**config.mk**
```make
export PLATFORM = sky130hd
export DESIGN_NAME = alu_adder_hold
export DESIGN_NICKNAME = d
export VERILOG_FILES = /design/src/rtl/alu_adder_hold_pkg.sv /design/src/rtl/alu_decimal_adjust.sv /design/src/rtl/alu_adder_hold.sv
export SDC_FILE = /design/constraint.sdc
export NUM_CORES = 1
export LEC_CHECK = 0
export ABC_AREA = 1
export CORE_MARGIN = 3
export CORE_UTILIZATION = 45
export DETAILED_ROUTE_END_ITERATION = 10
export PLACE_DENSITY = 0.79
export SYNTH_ARGS = -nofsm -noshare
export SYNTH_HDL_FRONTEND = slang
export SYNTH_HIERARCHICAL = 1
export SYNTH_SLANG_ARGS = --single-unit
```
**constraint.sdc**
```tcl
create_clock -name clk -period 2.1 [get_ports clk]
set_clock_uncertainty 0.05 [all_clocks]
set_input_delay 0.42 -clock clk [delete_from_list [all_inputs] [get_ports clk]]
set_output_delay 0.42 -clock clk [all_outputs]
set_load 0.02 [all_outputs]
```
**src/rtl/alu_adder_hold_pkg.sv**
```systemverilog
// Shared definitions for the ALU adder hold register: the op-select encoding and its
// priority, the BCD correction constants and the default datapath width.
package alu_adder_hold_pkg;

    localparam int WIDTH_DEFAULT = 8;

    localparam logic [7:0] BCD_LOW_ADJ    = 8'h06;
    localparam logic [7:0] BCD_HIGH_ADJ   = 8'h60;
    localparam logic [4:0] BCD_NIBBLE_MAX = 5'd9;

    typedef enum logic [2:0] {
        OP_NONE = 3'd0,
        OP_SUM  = 3'd1,
        OP_AND  = 3'd2,
        OP_EOR  = 3'd3,
        OP_OR   = 3'd4,
        OP_SRS  = 3'd5
    } op_sel_e;

    // Several select lines may be high at once; the first one in this order wins.
    function automatic op_sel_e op_select(input logic sums, input logic ands,
                                          input logic eors, input logic ors,
                                          input logic srs);
        if (sums)      return OP_SUM;
        else if (ands) return OP_AND;
        else if (eors) return OP_EOR;
        else if (ors)  return OP_OR;
        else if (srs)  return OP_SRS;
        else           return OP_NONE;
    endfunction

endpackage

```
**src/rtl/alu_decimal_adjust.sv**
```systemverilog
// Combinational BCD correction of a latched 8-bit binary sum, using its binary carry and
// half-carry. Subtraction assumes the B operand arrived already inverted.
module alu_decimal_adjust
    import alu_adder_hold_pkg::*;
(
    input  logic [7:0] sum_in,
    input  logic       carry_in,
    input  logic       half_carry_in,
    input  logic       dec_sub,
    output logic [7:0] dec_out,
    output logic       dec_carry
);

    logic       low_adj;
    logic       high_adj;
    logic [8:0] t_lo;
    logic [8:0] t_hi;
    logic [7:0] sub_lo;

    always_comb begin
        low_adj   = 1'b0;
        high_adj  = 1'b0;
        t_lo      = {1'b0, sum_in};
        t_hi      = {1'b0, sum_in};
        sub_lo    = sum_in;
        dec_out   = sum_in;
        dec_carry = carry_in;
        if (dec_sub) begin
            // A missing carry means a borrow out of that digit; take back the 6 it skipped.
            sub_lo    = half_carry_in ? sum_in : sum_in - BCD_LOW_ADJ;
            dec_out   = carry_in ? sub_lo : sub_lo - BCD_HIGH_ADJ;
            dec_carry = carry_in;
        end else begin
            low_adj   = half_carry_in || (sum_in[3:0] > BCD_NIBBLE_MAX[3:0]);
            t_lo      = low_adj ? ({1'b0, sum_in} + {1'b0, BCD_LOW_ADJ}) : {1'b0, sum_in};
            high_adj  = carry_in || (t_lo[8:4] > BCD_NIBBLE_MAX);
            t_hi      = high_adj ? (t_lo + {1'b0, BCD_HIGH_ADJ}) : t_lo;
            dec_out   = t_hi[7:0];
            dec_carry = carry_in || high_adj;
        end
    end

endmodule

```
**src/rtl/alu_adder_hold.sv**
```systemverilog
// Adder hold register: stage 1 latches the selected op with carry/overflow/half-carry;
// stage 2 (built only with ALU_DECIMAL_EN) latches the BCD-corrected result.
module alu_adder_hold
    import alu_adder_hold_pkg::*;
#(
    parameter int WIDTH = WIDTH_DEFAULT
) (
    input  logic             clk,
    input  logic             rst_n,
    input  logic             alu_load,
    input  logic [WIDTH-1:0] a_in,
    input  logic [WIDTH-1:0] b_in,
    input  logic             carry_in,
    input  logic             op_sums,
    input  logic             op_ands,
    input  logic             op_eors,
    input  logic             op_ors,
    input  logic             op_srs,
    input  logic             dec_en,
    input  logic             dec_sub,
    output logic [WIDTH-1:0] add_out,
    output logic             carry_out,
    output logic             overflow_out,
    output logic             half_carry_out,
    output logic             add_valid,
    output logic [WIDTH-1:0] dec_out,
    output logic             dec_carry_out,
    output logic             dec_valid
);

    // Handshake: alu_load is valid-only with no ready/backpressure; an op is taken on every
    // clock where alu_load=1 and a select is set, and each valid output pulses once per op.
    op_sel_e          op_sel;
    logic             accept;
    logic [WIDTH:0]   sum_full;
    logic [4:0]       nib_sum;

    logic [WIDTH-1:0] add_d, add_q;
    logic             carry_d, carry_q;
    logic             ovf_d, ovf_q;
    logic             hc_d, hc_q;
    logic             valid_d, valid_q;
    logic             dec_en_d, dec_en_q;
    logic             dec_sub_d, dec_sub_q;
    logic             was_sum_d, was_sum_q;

    always_comb begin
        op_sel    = op_select(op_sums, op_ands, op_eors, op_ors, op_srs);
        accept    = alu_load && (op_sel != OP_NONE);
        sum_full  = {1'b0, a_in} + {1'b0, b_in} + {{WIDTH{1'b0}}, carry_in};
        nib_sum   = {1'b0, a_in[3:0]} + {1'b0, b_in[3:0]} + {4'b0, carry_in};
        add_d     = add_q;
        carry_d   = carry_q;
        ovf_d     = ovf_q;
        hc_d      = hc_q;
        valid_d   = accept;
        dec_en_d  = dec_en_q;
        dec_sub_d = dec_sub_q;
        was_sum_d = was_sum_q;
        if (accept) begin
            carry_d   = 1'b0;
            ovf_d     = 1'b0;
            hc_d      = 1'b0;
            dec_en_d  = dec_en;
            dec_sub_d = dec_sub;
            was_sum_d = (op_sel == OP_SUM);
            case (op_sel)
                OP_SUM: begin
                    add_d   = sum_full[WIDTH-1:0];
                    carry_d = sum_full[WIDTH];
                    hc_d    = nib_sum[4];
                    ovf_d   = ~(a_in[WIDTH-1] ^ b_in[WIDTH-1]) & (a_in[WIDTH-1] ^ sum_full[WIDTH-1]);
                end
                OP_AND:  add_d = a_in & b_in;
                OP_EOR:  add_d = a_in ^ b_in;
                OP_OR:   add_d = a_in | b_in;
                OP_SRS: begin
                    add_d   = {carry_in, a_in[WIDTH-1:1]};
                    carry_d = a_in[0];
                end
                default: add_d = add_q;
            endcase
        end
    end

    always_ff @(posedge clk) begin
        if (!rst_n) begin
            add_q     <= '0;
            carry_q   <= 1'b0;
            ovf_q     <= 1'b0;
            hc_q      <= 1'b0;
            valid_q   <= 1'b0;
            dec_en_q  <= 1'b0;
            dec_sub_q <= 1'b0;
            was_sum_q <= 1'b0;
        end else begin
            add_q     <= add_d;
            carry_q   <= carry_d;
            ovf_q     <= ovf_d;
            hc_q      <= hc_d;
            valid_q   <= valid_d;
            dec_en_q  <= dec_en_d;
            dec_sub_q <= dec_sub_d;
            was_sum_q <= was_sum_d;
        end
    end

    assign add_out        = add_q;
    assign carry_out      = carry_q;
    assign overflow_out   = ovf_q;
    assign half_carry_out = hc_q;
    assign add_valid      = valid_q;

`ifdef ALU_DECIMAL_EN
    logic [WIDTH-1:0] adj_out;
    logic             adj_carry;
    logic [WIDTH-1:0] dec_d, dec_q;
    logic             dec_carry_d, dec_carry_q;
    logic             dec_valid_d, dec_valid_q;

    generate
        if (WIDTH == 8) begin : g_adjust
            alu_decimal_adjust u_adjust (
                .sum_in        (add_q),
                .carry_in      (carry_q),
                .half_carry_in (hc_q),
                .dec_sub       (dec_sub_q),
                .dec_out       (adj_out),
                .dec_carry     (adj_carry)
            );
        end else begin : g_no_adjust
            logic unused_dec_sub;
            assign unused_dec_sub = dec_sub_q;
            assign adj_out        = add_q;
            assign adj_carry      = carry_q;
        end
    endgenerate

    always_comb begin
        dec_d       = dec_q;
        dec_carry_d = dec_carry_q;
        dec_valid_d = valid_q;
        if (valid_q) begin
            dec_d       = (was_sum_q && dec_en_q) ? adj_out : add_q;
            dec_carry_d = (was_sum_q && dec_en_q) ? adj_carry : carry_q;
        end
    end

    always_ff @(posedge clk) begin
        if (!rst_n) begin
            dec_q       <= '0;
            dec_carry_q <= 1'b0;
            dec_valid_q <= 1'b0;
        end else begin
            dec_q       <= dec_d;
            dec_carry_q <= dec_carry_d;
            dec_valid_q <= dec_valid_d;
        end
    end

    assign dec_out       = dec_q;
    assign dec_carry_out = dec_carry_q;
    assign dec_valid     = dec_valid_q;
`else
    // Decimal mode is not built: stage-1 decimal tags are dead and synthesis prunes them.
    logic unused_dec_tags;
    assign unused_dec_tags = ^{dec_en_q, dec_sub_q, was_sum_q};

    assign dec_out       = add_q;
    assign dec_carry_out = carry_q;
    assign dec_valid     = valid_q;
`endif

endmodule

```
==> Word level (Yosys, flattened, before mapping) <==
Index checks and enable logic that the tools add are counted.
{ "op_classes": {"n_addsub": 4, "eq_ne": 5, "n_mux": 9, "bitwise": 7, "reduce_logical": 4} }
{ "ops": {"columns": ["operator", "count"], "rows": [
  ["$pmux W8 S5", 1],
  ["$mux W3", 5],
  ["$add A8 B8 Y9", 1],
  ["$add A9 B1 Y9", 1],
  ["$and A8 B8 Y8", 1],
  ["$or A8 B8 Y8", 1],
  ["$xor A8 B8 Y8", 1],
  ["$eq A3 B2 Y1 const B", 2],
  ["$eq A3 B3 Y1 const B", 2],
  ["$add A4 B4 Y5", 1],
  ["$add A5 B1 Y5", 1],
  ["$reduce_bool A5 Y1", 1],
  ["$eq A3 B1 Y1 const B", 1],
  ["$reduce_bool A3 Y1", 1],
  ["$mux W1", 2],
  ["$pmux W1 S2", 1],
  ["$reduce_and A2 Y1", 1],
  ["$xor A1 B1 Y1", 2],
  ["$and A1 B1 Y1", 1],
  ["$logic_and A1 B1 Y1", 1],
  ["$not A1 Y1", 1]
]} }
{ "word_totals": {"register_bits": 12, "in_bits": 27, "output_inout_bits": 22, "elab_cells": 34} }

==> Logic depth before layout (Yosys ltp) <==
Gate-level depths: netlist (run 1).
{ "logic_depth": {"ltp_word": 8, "ltp_mapped": 11} }

==> Least setup slack after synthesis (run 1) <==
No wires, ideal clock.
{ "synth_path": {"path_type": "input-to-reg", "startpoint": "input a_in[0]", "endpoint": "register add_q[4], in the netlist add_out[4]", "setup_time_ns": 0.119, "arrival_time_ns": 1.637, "required_ns": 1.931, "path_slack_ns": 0.294, "path_stages": 10, "path_buffers": 0, "path_cell_list": "fa_1 inv_1 fa_1 inv_1 nand2_1 nand3_1 o21ai_0 a21oi_1 nor2_1 a21oi_1"} }
{ "synth_between": {"elab_chain_len": 3} }
{ "synth_lines": {"columns": ["element", "line_no", "text"], "rows": [
  ["start, declared", "alu_adder_hold.sv:11", "input logic [WIDTH-1:0] a_in,"],
  ["$add A8 B8 Y9", "alu_adder_hold.sv:50", "sum_full = {1'b0, a_in} + {1'b0, b_in} + {{WIDTH{1'b0}}, carry_in};"],
  ["$add A9 B1 Y9", "alu_adder_hold.sv:50", null],
  ["$pmux W8 S5", "alu_adder_hold.sv:67", "case (op_sel)"],
  ["end signal, assigned", "alu_adder_hold.sv:88", "add_q <= '0;"],
  ["end signal, assigned", "alu_adder_hold.sv:97", "add_q <= add_d;"],
  ["end, declared", "alu_adder_hold.sv:38", "logic [WIDTH-1:0] add_d, add_q;"]
]} }
Every way passes these cells.
A chain may end at the register's enable or synchronous reset.

==> Final worst setup path (run 1) <==
{ "layout_path": {"startpoint": "input b_in[4]", "endpoint": "register add_q[5], in the netlist add_out[5]"} }
{ "layout_between": {"elab_chain_len": 3} }
{ "layout_lines": {"columns": ["element", "line_no", "text"], "rows": [
  ["start, declared", "alu_adder_hold.sv:12", "input logic [WIDTH-1:0] b_in,"],
  ["$add A8 B8 Y9", "alu_adder_hold.sv:50", null],
  ["$add A9 B1 Y9", "alu_adder_hold.sv:50", null],
  ["$pmux W8 S5", "alu_adder_hold.sv:67", null]
]} }
Every way passes these cells.

==> results of run 1 <==
report_power, final:
part | internal [W] | leakage (nW) | switching [W]
clock network | 0.000106 | 0.0210 | 0.0000772
logic | 0.000235 | 1.06 | 0.000245
registers | 0.000244 | 0.0986 | 0.0000104
routing by layer:
metal	wire length, µm	global-route usage [%]	vias to the layer above	part of all wire, %
met3	189	1.25	4	4.7
met4	22	3.77	0	0.55
met5	0	0	-	0
met1	1770	25.1	777	44
li1	-	-	902	-
met2	2050	36.4	44	51
synth_stat cells (4+ instances only):
cell type	n	area, µm²
nor2_1	21	78.8
inv_2	4	15.0
buf_4	11	82.6
o21ai_0	7	35.0
a21oi_1	19	95.1
dfxtp_1	12	240
nand3_1	15	75.1
nand2_1	63	236
inv_1	41	154
nand4_1	12	75.1
ha_1	16	200
logic make-up after synthesis:
kind of cell | after synthesis | synth area share, %
AND/OR/NAND/NOR | 120 | 38.0
buffers and inverters | 57 | 17.6
AO/OA/AOI/OAI | 32 | 11.5
adder cells (fa/ha/maj) | 18 | 16.1
flip-flops | 12 | 16.1
XOR/XNOR | 1 | 0.588
state kept, by name, indices dropped and copies added (netlist names):
signal,count
add_valid,1
overflow_out,1
half_carry_out,1
carry_out,1
add_out,8
stage by stage:
step / worst slack [ps] / std cells / setup TNS, ps / total power, W
2_1_floorplan: 294 / 240 / 0 / 0.000509
3_3_place_gp: -281 / 353 / -2060 / 0.000706
3_5_place_dp: -325 / 353 / -2350 / 0.000714
4_1_cts: 38.9 / 357 / 0 / 0.000894
5_1_grt: 11.6 / 357 / 0 / 0.000984
6_report: 140 / 357 / 0 / 0.000918
critical path, delay by kind of cell:
family | cells | cell delay, ps
fa+ha+maj | 1 | 310
buf+inv | 2 | 530
simple gates | 8 | 820
area by class of cell:
| type | count | area share (%) |
|---|---|---|
| inverter | 45 | 7.36 |
| clock buffer | 4 | 1.58 |
| timing repair buffer | 81 | 31.7 |
| multi-input combinational | 171 | 46.5 |
| sequential | 12 | 10.5 |
| tap | 44 | 2.40 |
worst max path at each step:
stage            start          to  slack [ps]
6_report       b_in[4]  add_out[5]         140
5_1_grt        a_in[1]  add_out[7]          10
4_1_cts        b_in[0]  add_out[2]          40
3_5_place_dp   a_in[0]  add_out[4]        -320
3_3_place_gp   a_in[0]  add_out[4]        -280
2_1_floorplan  a_in[0]  add_out[4]         290
timing repair:
item	4_1_cts	5_1_grt
setup buffers	0	0
endpoints found under the setup margin	3	7
pin swaps	0	3
resized for setup	3	14
==> impl_metrics.csv, run 1 <==
group,metric,value,unit
status,status,"completed",
worst_setup_path,r2r-start,"add_out[5]",
finish,syn_to_final_growth,54.1,%
die,die_x,63.5,µm
sta,max_slew_margin,79.6,%
detailed_routing,finalWirelength,4020,µm
worst_setup_path,slowest_delay,480,ps
finish,nFillCells,261,
cts,cts_made_buffers,3,
sta,timing.hold.ws,416,ps
finish,regArea,240,µm²
die,initial_utilization,48.0,%
global_routing,grt_pass1_vias,1573,
detailed_routing,drc,0,
global_routing,grt_max_degree,11,
cts,clk_pin_slew_worst_paths,70,ps
worst_setup_path,worstReg2RegEnd,"add_out[5]",
placed_design,placed_cell_area,2170,µm²
die,rows,20,
power_and_ir_drop,ir_worst_vdd,0.000194,V
global_routing,grt_pass1_wl,6600,µm
finish,stdcell_area,2290,µm²
synth,syn_avg_cell_area,6.20,µm²
die,core_area,3100,µm²
detailed_routing,ant_nets,0,
placed_design,gp_congestion,0.861,
synth,ys_warn_count,6,
cts,cts-hold-fix-buffers,0,
finish,fin_util,74.0,%
finish,layout_commonest_cell,"nand2_1",
detailed_routing,first_iter_violations,76,
sta,fin_crit_sh,93.3,%
detailed_routing,vias,1727,
sta,drv_slew,0,
finish,nets,359,
detailed_routing,wl_per_cell,11.3,µm
synth,synthesis.area,1490,µm²
synth,syn-num-nets,285,
finish,multiInputGateArea,1070,µm²
power_and_ir_drop,power_density,400,nW/µm²
detailed_routing,drtPass1Iterations,4,
placed_design,dp_hpwl,3230,µm
cts,cts_buffer_depth,2,
worst_setup_path,rrSetupSlack,1380,ps
sta,hold_viol,0,
worst_setup_path,required,2220,ps
cts,cts_tree,"done",
power_and_ir_drop,leakagePower,1.18,nW
worst_setup_path,cp_max_fo,3,
cts,cts_sinks,12,
synth,synth_cell_type_count,26,
worst_setup_path,crit_top_cell,"nand2_1",
run,cap_violations,0,
finish,antenna_cells,0,
finish,final_cell_mix,"nand2_1, clkdlybuf4s50_1, inv_1, buf_4, nor2_1",
worst_setup_path,critical_path_class,"primary input to flip-flop",
sta,setup_violations,0,
synth,syn-instance-count,240,
sta,max_freq,510,MHz
die,dieArea,4030,µm²
worst_setup_path,ff2ff_path_depth,2,
min_path,worst_hold_path_type,"flip-flop to flip-flop",
min_path,worstHoldStart,"half_carry_out",
worst_setup_path,cp_slowest_cell,"clkdlybuf4s50_1",
sta,worstMarginPinSlew,307,ps
synth,synth_edf_count,0,
sta,rsz0062_at_grt,"no",
synth,dominantRegCellSynth,"dfxtp_1",
synth,ys_seq_area_share,16.1,%
worst_setup_path,start_kind,"primary input",
worst_setup_path,arrival,2080,ps
die,die_h,63.5,µm
worst_setup_path,path_cells,"clkdlybuf4s50_1 -> inv_1 -> ha_1 -> nand2_1 -> or2_2 -> nand3_1 -> nand2_1 -> nand3_1 -> nand2_1 -> nor2_1 -> nor2_1",
global_routing,grt_overflow,0,
synth,synth-seq-cells,12,
worst_setup_path,cp-end-kind,"flip-flop",
synth,async_reset_ff_share,0,%
finish,layout-drive-gt1-share,21.4,%
die,ios,49,
global_routing,antenna_found_initial,0,
global_routing,grtUsageTotal,19.7,%
min_path,min_to,"half_carry_out",
min_path,whs_path_depth,2,
cts,cts-htree-levels,1,
detailed_routing,via_per_inst,4.84,
placed_design,io_buffers,46,
sta,final.min_clock_period,1960,ps
cts,clk_latency,270,ps
cts,cts_root_buf,"clkbuf_4",
Power figures use the tool's default switching activity.
==> inputs of run 2 (changes only) <==
MAX_ROUTING_LAYER = met4   (was not set)
==> run 2 against run 1 <==
Against the previous run: critical path depth shrank 2; power grew 0.52%; die area is the same; global-route usage grew 2.6 points; combinational power is essentially flat; register-to-register slack is essentially flat; worst hold slack gained 7.9 ps; non-clock buffer count shrank 1; clock power is essentially flat; cell count shrank 0.28%; sequential power is essentially flat; largest cell class unchanged.
==> impl_metrics.csv, run 2 (synthesis gave the netlist of run 1 again) <==
group,metric,value,unit
sta,max_slew_margin,80.7,%
worst_setup_path,critical_path_class,"primary input to flip-flop",
die,core_area,3100,µm²
run,cap_violations,0,
worst_setup_path,arrival,2080,ps
placed_design,io_buffers,46,
worst_setup_path,setup.worst_path.start,"a_in[1]",
global_routing,grt_pass1_wl,7060,µm
finish,nFillCells,263,
die,die_x,63.5,µm
placed_design,dp_hpwl,3470,µm
power_and_ir_drop,ir_worst_vdd,0.000143,V
worst_setup_path,required,2260,ps
detailed_routing,drc,0,
die,rows,20,
die,initial_utilization,48.0,%
die,die_h,63.5,µm
cts,cts_tree,"done",
cts,clk_pin_slew_worst_paths,70,ps
detailed_routing,wl_per_cell,12.2,µm
worst_setup_path,worstReg2RegEnd,"add_out[5]",
sta,drv_slew,0,
cts,cts-htree-levels,1,
status,status,"completed",
cts,cts_sinks,12,
min_path,worst_hold_path_type,"flip-flop to flip-flop",
finish,syn_to_final_growth,53.4,%
cts,cts_made_buffers,3,
power_and_ir_drop,leakagePower,1.16,nW
global_routing,grt_overflow,0,
sta,max_freq,521,MHz
cts,cts_root_buf,"clkbuf_4",
detailed_routing,finalWirelength,4350,µm
global_routing,grtUsageTotal,22.3,%
die,dieArea,4030,µm²
sta,hold_viol,0,
power_and_ir_drop,power,0.000922,W
detailed_routing,via_per_inst,4.92,
worst_setup_path,start_kind,"primary input",
worst_setup_path,ff2ff_path_depth,2,
worst_setup_path,r2r-start,"add_out[5]",
finish,nets,358,
global_routing,antenna_found_initial,0,
sta,timing.hold.ws,424,ps
cts,cts_buffer_depth,2,
detailed_routing,ant_nets,0,
finish,largest_register_ffs,8,
global_routing,grt_pass1_vias,1627,
worst_setup_path,cp-end-kind,"flip-flop",
sta,rsz0062_at_grt,"no",
finish,antenna_cells,0,
min_path,min_to,"overflow_out",
sta,fin_crit_sh,91.3,%
cts,clk_latency,280,ps
finish,final_cell_mix,"nand2_1, clkdlybuf4s50_1, inv_1, buf_4, nor2_1",
detailed_routing,first_iter_violations,94,
sta,tns,0,ps
detailed_routing,drtPass1Iterations,4,
sta,worstMarginPinSlew,289,ps
finish,layout_commonest_cell,"nand2_1",
min_path,whs_path_depth,2,
placed_design,dp_cells,352,
sta,final.min_clock_period,1920,ps
detailed_routing,vias,1751,
finish,layout-drive-gt1-share,20.5,%
sta,setup_violations,0,
global_routing,grt_max_degree,13,
die,ios,49,
power_and_ir_drop,power_density,404,nW/µm²
finish,stdcell_count,356,
placed_design,gp_congestion,0.874,
worst_setup_path,rrSetupSlack,1370,ps
min_path,worstHoldStart,"overflow_out",
worst_setup_path,cp_max_fo,3,
==> run 2: how the worst max path moves through the flow <==
stage / slack [ps] / endpoint
floorplan: 290 / add_out[4]
global placement: -250 / add_out[4]
detailed placement: -310 / add_out[6]
CTS: 20 / add_out[2]
global route: 20 / add_out[7]
finish: 180 / add_out[3]
==> run 2: worst max-delay path, stage by stage <==
cell	delay, ps
clkdlybuf4s50_1	490
inv_1	90
ha_1	340
nand3_1	80
nand2_1	100
buf_4	160
a21oi_1	130
o21ai_0	110
a31oi_1	160
==> run 2: through the flow <==
stage / cell area, µm² / setup slack (ps) / utilization [%]
6_report: 2280 / 182 / 73.6
5_1_grt: 2280 / 16.9 / 73.6
4_1_cts: 2200 / 18.2 / 71.0
3_5_place_dp: 2170 / -310 / 69.8
3_3_place_gp: 2170 / -254 / 69.8
2_1_floorplan: 1490 / 294 / -
==> run 2: report_power, final <==
part,switching [W],internal [W]
Clock,0.0000798,0.000106
Combinational,0.000250,0.000232
Sequential,0.0000111,0.000244
Total,0.000341,0.000582
==> run 2: cell type report <==
cell class / count / area [µm²] / share of cell area, %
Clock buffer: 4 / 36.3 / 1.59
Inverter: 45 / 169 / 7.39
Multi-Input combinational cell: 171 / 1070 / 46.8
Sequential cell: 12 / 240 / 10.5
Tap cell: 44 / 55.1 / 2.41
Timing Repair Buffer: 80 / 716 / 31.3
==> run 2: repair_timing <==
item | in CTS | in global routing
endpoints found under the setup margin | 2 | 7
setup buffers | 0 | 0
endpoints found under the hold margin | 0 | 0
resized for setup | 3 | 11
pin swaps | 1 | 3
hold buffers | 0 | 0
==> run 2: layer usage <==
metal / GRT usage, % / routed length [µm] / vias to the layer above
met2: 38.6 / 2180 / 65
met3: 2.50 / 251 / 15
met5: - / 0 / -
met1: 26.4 / 1800 / 775
met4: 8.36 / 118 / 0
li1: - / - / 896
==> variant 1: new RTL, settings of run 1 <==
The package constant `WIDTH_DEFAULT` goes from 8 to 6.
--- a/src/rtl/alu_adder_hold_pkg.sv
+++ b/src/rtl/alu_adder_hold_pkg.sv
@@ -3,5 +3,5 @@
 package alu_adder_hold_pkg;
 
-    localparam int WIDTH_DEFAULT = 8;
+    localparam int WIDTH_DEFAULT = 6;
 
     localparam logic [7:0] BCD_LOW_ADJ    = 8'h06;
Interface: changed (resized a_in, add_out, b_in and dec_out); port bits go from 49 to 41. The function was not compared with the original's and may differ.
==> variant 1 against run 1 <==
Count of clock-buffer cells in the layout is 1 lower; sequential share of layout area rose by 1.5 points; setup slack better by 0.014 ns; synthesized area decreased by 22%; wire length shrank 19%; sequential cell count decreased by 2; cell area fell by 27%; total power down 26%; largest power group unchanged; highest routed layer unchanged.
==> variant 1: results (changes against run 1) <==
* Top post-synthesis cells by area: dfxtp_1, nand2_1, ha_1, inv_1, nand3_1
* Clock group at 0.129 mW (-30%)
* DR pass1 iterations at 4 (unchanged)
* WL/cell at 12.6 µm (+11%)
* Leading cell types by count after synthesis: nand2_1, inv_1, nand3_1
* Sw Pwr at 0.250 mW (-25%)
* Worst r2r src: carry_out$_SDFFE_PN0P_
* Synthesized netlist net count at 220 (-23%)
* Mux cell area share after synthesis at 0% (unchanged)
* Fillers at 208 (-20%)
* Async SR Flop Fraction at 0% (unchanged)
* First-pass GRT wire length at 5690 µm (-14%)
* Hold WS at 0.414 ns (-0.00216 ns)
* Total CTS buffers at 3 (unchanged)
* Vias in the first global route at 1,348 (-14%)
* Xor/xnor share of the synthesized area at 0.750% (+0.16 points)
* Final non-clock buffer share at 30.8% (-0.86 points)
* M3 GR Usage at 3.62% (+2.4 points)
* Post-CTS sizing at 4 (+1)
* Maximum VDD drop at 460 µV (+140%)
* Setup Buffers After CTS at 0 (unchanged)
* GRT Util Overall at 21.4% (+1.6 points)
* Hpwl dp at 2720 µm (-16%)
* Share of cells above drive strength 1 at 15.9% (-5.5 points)
* Largest net degree at the start of global routing at 14 (+3)
* Worst hold path stage count at 2 (unchanged)
* DP Worst Slack at -0.347 ns (-0.0224 ns)
* PortBufs at 38 (-17%)
* Max-area cell class: multi-input combinational cells
* #FFs+latches synth at 10 (-2)
* WHS Endpoint: half_carry_out$_SDFFE_PN0P_
* Adder-Cell Fraction of Synth Area at 16.3% (+0.16 points)
* Arrival time at the worst endpoint at 2.09 ns
* Non-clock buffers at 56 (-31%)
* Clk tree area frac at 1.35% (-0.23 points)
* GPL Wtd Cong at 0.864 (+0.39%)
* Outcome: complete, no violations
* Worst flop-to-flop path endpoint: carry_out$_SDFFE_PN0P_
* Reg2reg setup slack at 1.38 ns (about the same)
* Post-synthesis compound-gate area fraction at 11.0% (-0.47 points)
* Max FFs per register at 6 (-2)
* Seq/total area at 12.0% (+1.5 points)
* Root Buffer: clkbuf_4
* Hold Path Origin: half_carry_out$_SDFFE_PN0P_
* YS warnings at 6 (unchanged)
* Reg power frac at 31.0% (+3.3 points)
* Invs w/o clock at 32 (-29%)
* DRT iter0 DRCs at 56 (-26%)
* Fraction of area in multi-input gates at 46.6% (+0.087 points)
* M1 GR Usage at 25.4% (+0.30 points)
* Netlist cell types at 23 (-12%)
* Sequential area share after synthesis at 17.1% (+1.0 points)
* Leak Pwr at 0.834 nW (-29%)
* Ant diodes at 0 (unchanged)
* GRT met2 Usage at 39.6% (+3.3 points)
* Multi-Input Combinational at 131 (-23%)
* Via count at 1,354 (-22%)
* Slew headroom at 78.6% (-0.96 points)
* Initial antenna violation count at 0 (unchanged)
* Nets@finish at 271 (-25%)
## variant 1: cell count changes after synthesis, sizes merged
cell and delta:
nand2 -20, inv -14, nand3b +7, nand4 -6, nor2 -6, o21ai -6
a21oi -4, ha -4, buf -2, dfxtp -2, a21o +1, clkinv +1
o211ai -1, or2 -1
## variant 1: metrics by stage
step | utilization [%] | total power [mW] | instances | setup TNS, ns | instance area [µm²]
after floorplan | - | 0.403 | 183 | 0 | 1170
after global placement | 70.1 | 0.542 | 257 | -1.20 | 1640
after detailed placement | 70.1 | 0.551 | 257 | -1.51 | 1640
after CTS | 71.1 | 0.679 | 260 | 0 | 1660
after global routing | 71.5 | 0.732 | 260 | 0 | 1670
final | 71.5 | 0.680 | 260 | 0 | 1670
## variant 1: worst max-delay path, cell delays in order
cell and delay [ns]:
clkdlybuf4s50_1 0.47, inv_1 0.08, buf_4 0.13, ha_1 0.29, nand2_1 0.07, inv_1 0.05
nand3_1 0.08, nand3_1 0.11, nand2_1 0.08, nand3_1 0.06, nand2_1 0.07, nand2_1 0.06
a21oi_2 0.11
## variant 1: worst max-delay path by stage
stage / start / to / slack (ns)
after floorplan: a_in[0] / carry_out$_SDFFE_PN0P_ / 0.26
after global placement: a_in[0] / carry_out$_SDFFE_PN0P_ / -0.29
after detailed placement: a_in[0] / add_out[4]$_SDFFE_PN0P_ / -0.35
after CTS: carry_in / add_out[4]$_SDFFE_PN0P_ / 0.004
after global routing: a_in[1] / add_out[5]$_SDFFE_PN0P_ / 0.008
final: a_in[1] / add_out[5]$_SDFFE_PN0P_ / 0.15
## variant 1: layer usage
metal  vias to the layer above  part of all wire, %  wire length (µm)
met2                        46                   52              1700
met1                       624                   41              1340
met4                         0                  1.1                37
li1                        677                    -                 -
met5                         -                    0                 0
met3                         7                  5.8               189
==> variant 2: new RTL, config.mk and constraints of run 1 <==
Without the edit above. Add an input register stage for `b_in`, with the module's reset; this delays it by one clock. The other inputs are not delayed to match.
--- a/src/rtl/alu_adder_hold.sv
+++ b/src/rtl/alu_adder_hold.sv
@@ -29,4 +29,14 @@
 );
 
+    logic [WIDTH-1:0] b_q;
+
+    always_ff @(posedge clk) begin
+        if (!rst_n) begin
+            b_q <= '0;
+        end else begin
+            b_q <= b_in;
+        end
+    end
+
     // Handshake: alu_load is valid-only with no ready/backpressure; an op is taken on every
     // clock where alu_load=1 and a select is set, and each valid output pulses once per op.
@@ -48,6 +58,6 @@
         op_sel    = op_select(op_sums, op_ands, op_eors, op_ors, op_srs);
         accept    = alu_load && (op_sel != OP_NONE);
-        sum_full  = {1'b0, a_in} + {1'b0, b_in} + {{WIDTH{1'b0}}, carry_in};
-        nib_sum   = {1'b0, a_in[3:0]} + {1'b0, b_in[3:0]} + {4'b0, carry_in};
+        sum_full  = {1'b0, a_in} + {1'b0, b_q} + {{WIDTH{1'b0}}, carry_in};
+        nib_sum   = {1'b0, a_in[3:0]} + {1'b0, b_q[3:0]} + {4'b0, carry_in};
         add_d     = add_q;
         carry_d   = carry_q;
@@ -70,9 +80,9 @@
                     carry_d = sum_full[WIDTH];
                     hc_d    = nib_sum[4];
-                    ovf_d   = ~(a_in[WIDTH-1] ^ b_in[WIDTH-1]) & (a_in[WIDTH-1] ^ sum_full[WIDTH-1]);
+                    ovf_d   = ~(a_in[WIDTH-1] ^ b_q[WIDTH-1]) & (a_in[WIDTH-1] ^ sum_full[WIDTH-1]);
                 end
-                OP_AND:  add_d = a_in & b_in;
-                OP_EOR:  add_d = a_in ^ b_in;
-                OP_OR:   add_d = a_in | b_in;
+                OP_AND:  add_d = a_in & b_q;
+                OP_EOR:  add_d = a_in ^ b_q;
+                OP_OR:   add_d = a_in | b_q;
                 OP_SRS: begin
                     add_d   = {carry_in, a_in[WIDTH-1:1]};
Behaviour: not the same (a bounded check fails within 4 cycles, from zero or initial values and one cycle with rst_n low).
==> variant 2 against run 1 <==
Sequential cell count grew 8; wire length grew 9.2%; sequential share of layout area grew 5.9 points; count of clock-buffer cells in the layout is the same; synthesized area grew 16%; setup slack gained 0.0068 ns; cell area grew 6.3%; global-route usage grew 0.77 points; clock power grew 66%; synthesized cell count grew 14%; non-clock buffer count shrank 6; total power grew 29%; largest power group unchanged.
==> variant 2: results (changes against run 1) <==
* Synthesized netlist net count at 318 (+12%)
* Sequential area share after synthesis at 23.1% (+7.0 points)
* Reg2reg setup slack at 0.32 ns (-1.06 ns)
* DP Worst Slack at -0.291 ns (+0.0336 ns)
* Worst flop-to-flop path endpoint: add_out[2]$_SDFFE_PN0P_
* Leak Pwr at 1.29 nW (+9.8%)
* Vias in the first global route at 1,655 (+5.2%)
* Leading cell types by count after synthesis: nand2_1, inv_1, nand3_1
* Outcome: complete, no violations
* Largest net degree at the start of global routing at 13 (+2)
* Fillers at 315 (+21%)
* R2R depth at 8 (+6)
* Maximum VDD drop at 449 µV (+130%)
* GRT Util Overall at 20.5% (+0.77 points)
* Placed Area at 0.00238 mm² (+9.3%)
* Via count at 1,840 (+6.5%)
* Worst r2r src: b_q[0]$_SDFF_PN0_
* Synth Instances at 273 (+14%)
* Arrival time at the worst endpoint at 2.06 ns (-0.02 ns)
* GPL Wtd Cong at 0.847 (-1.6%)
* Netlist cell types at 27 (+3.8%)
* Initial antenna violation count at 0 (unchanged)
* Worst-Skew Late Latency at 0.26 ns
* Worst Setup SP: a_in[4]
* DRT iter0 DRCs at 91 (+20%)
* Root Buffer: clkbuf_8
* Share of cells above drive strength 1 at 14.8% (-6.6 points)
* Hold WS at 0.416 ns (-0.0000290 ns)
* WL/cell at 11.5 µm (+1.8%)
* Top post-synthesis cells by area: dfxtp_1, nand2_1, ha_1, inv_1, nand3_1
* Period utilization at 93.0% (-0.32 points)
* Switching share of power at 33.3% (-3.0 points)
* Post-Layout Cell Count at 383 (+7.3%)
* Max FO, Critical Path at 5 (+2)
## variant 2: critical path, delay by kind of cell
| kind | cells | cell delay [ns] |
|---|---|---|
| fa+ha+maj | 1 | 0.39 |
| simple gates | 8 | 0.64 |
| buf+inv | 3 | 0.63 |
## variant 2: cells by family after synthesis
group | Yosys count | share of synthesized area, %
xor+xnor | 1 | 0.506
buf+inv | 71 | 18.2
simple gates | 137 | 36.0
flops | 20 | 23.1
fa+ha+maj | 18 | 13.9
compound gates | 26 | 8.30
## variant 2: final cells by class
cell class	count	area, µm²	share of cell area [%]
multi-input cells	182	1030	42.2
repair buffers	75	688	28.2
flip-flops and latches	20	400	16.4
inverters	56	210	8.62
well taps	46	57.6	2.36
clock buffers	4	55.1	2.26
## variant 2: routing by layer
layer	up-vias	global-route usage, %	part of all wire [%]	routed length, µm
met1	804	24.7	44	1920
met5	-	0	0	0
li1	966	-	-	-
met2	61	35.9	48	2120
met3	9	4.27	6.3	277
met4	0	7.20	1.7	76
## variant 2: timing repair
item,4_1_cts,5_1_grt
endpoints found under the setup margin,3,4
gates resized for setup,3,3
cloned,0,0
setup buffers,0,0
## variant 2: power by group through the flow
| stage | clock network [mW] | logic (mW) | registers [mW] |
|---|---|---|---|
| after floorplan | 0 | 0.241 | 0.449 |
| after global placement | 0 | 0.454 | 0.428 |
| after detailed placement | 0 | 0.459 | 0.430 |
| after CTS | 0.312 | 0.461 | 0.421 |
| after global routing | 0.328 | 0.513 | 0.424 |
| final | 0.304 | 0.463 | 0.421 |
## variant 2: metrics by stage
stage | utilization, % | total power, mW
floorplan | - | 0.690
global placement | 67.5 | 0.883
detailed placement | 67.5 | 0.890
CTS | 69.0 | 1.19
global route | 69.3 | 1.27
finish | 69.3 | 1.19
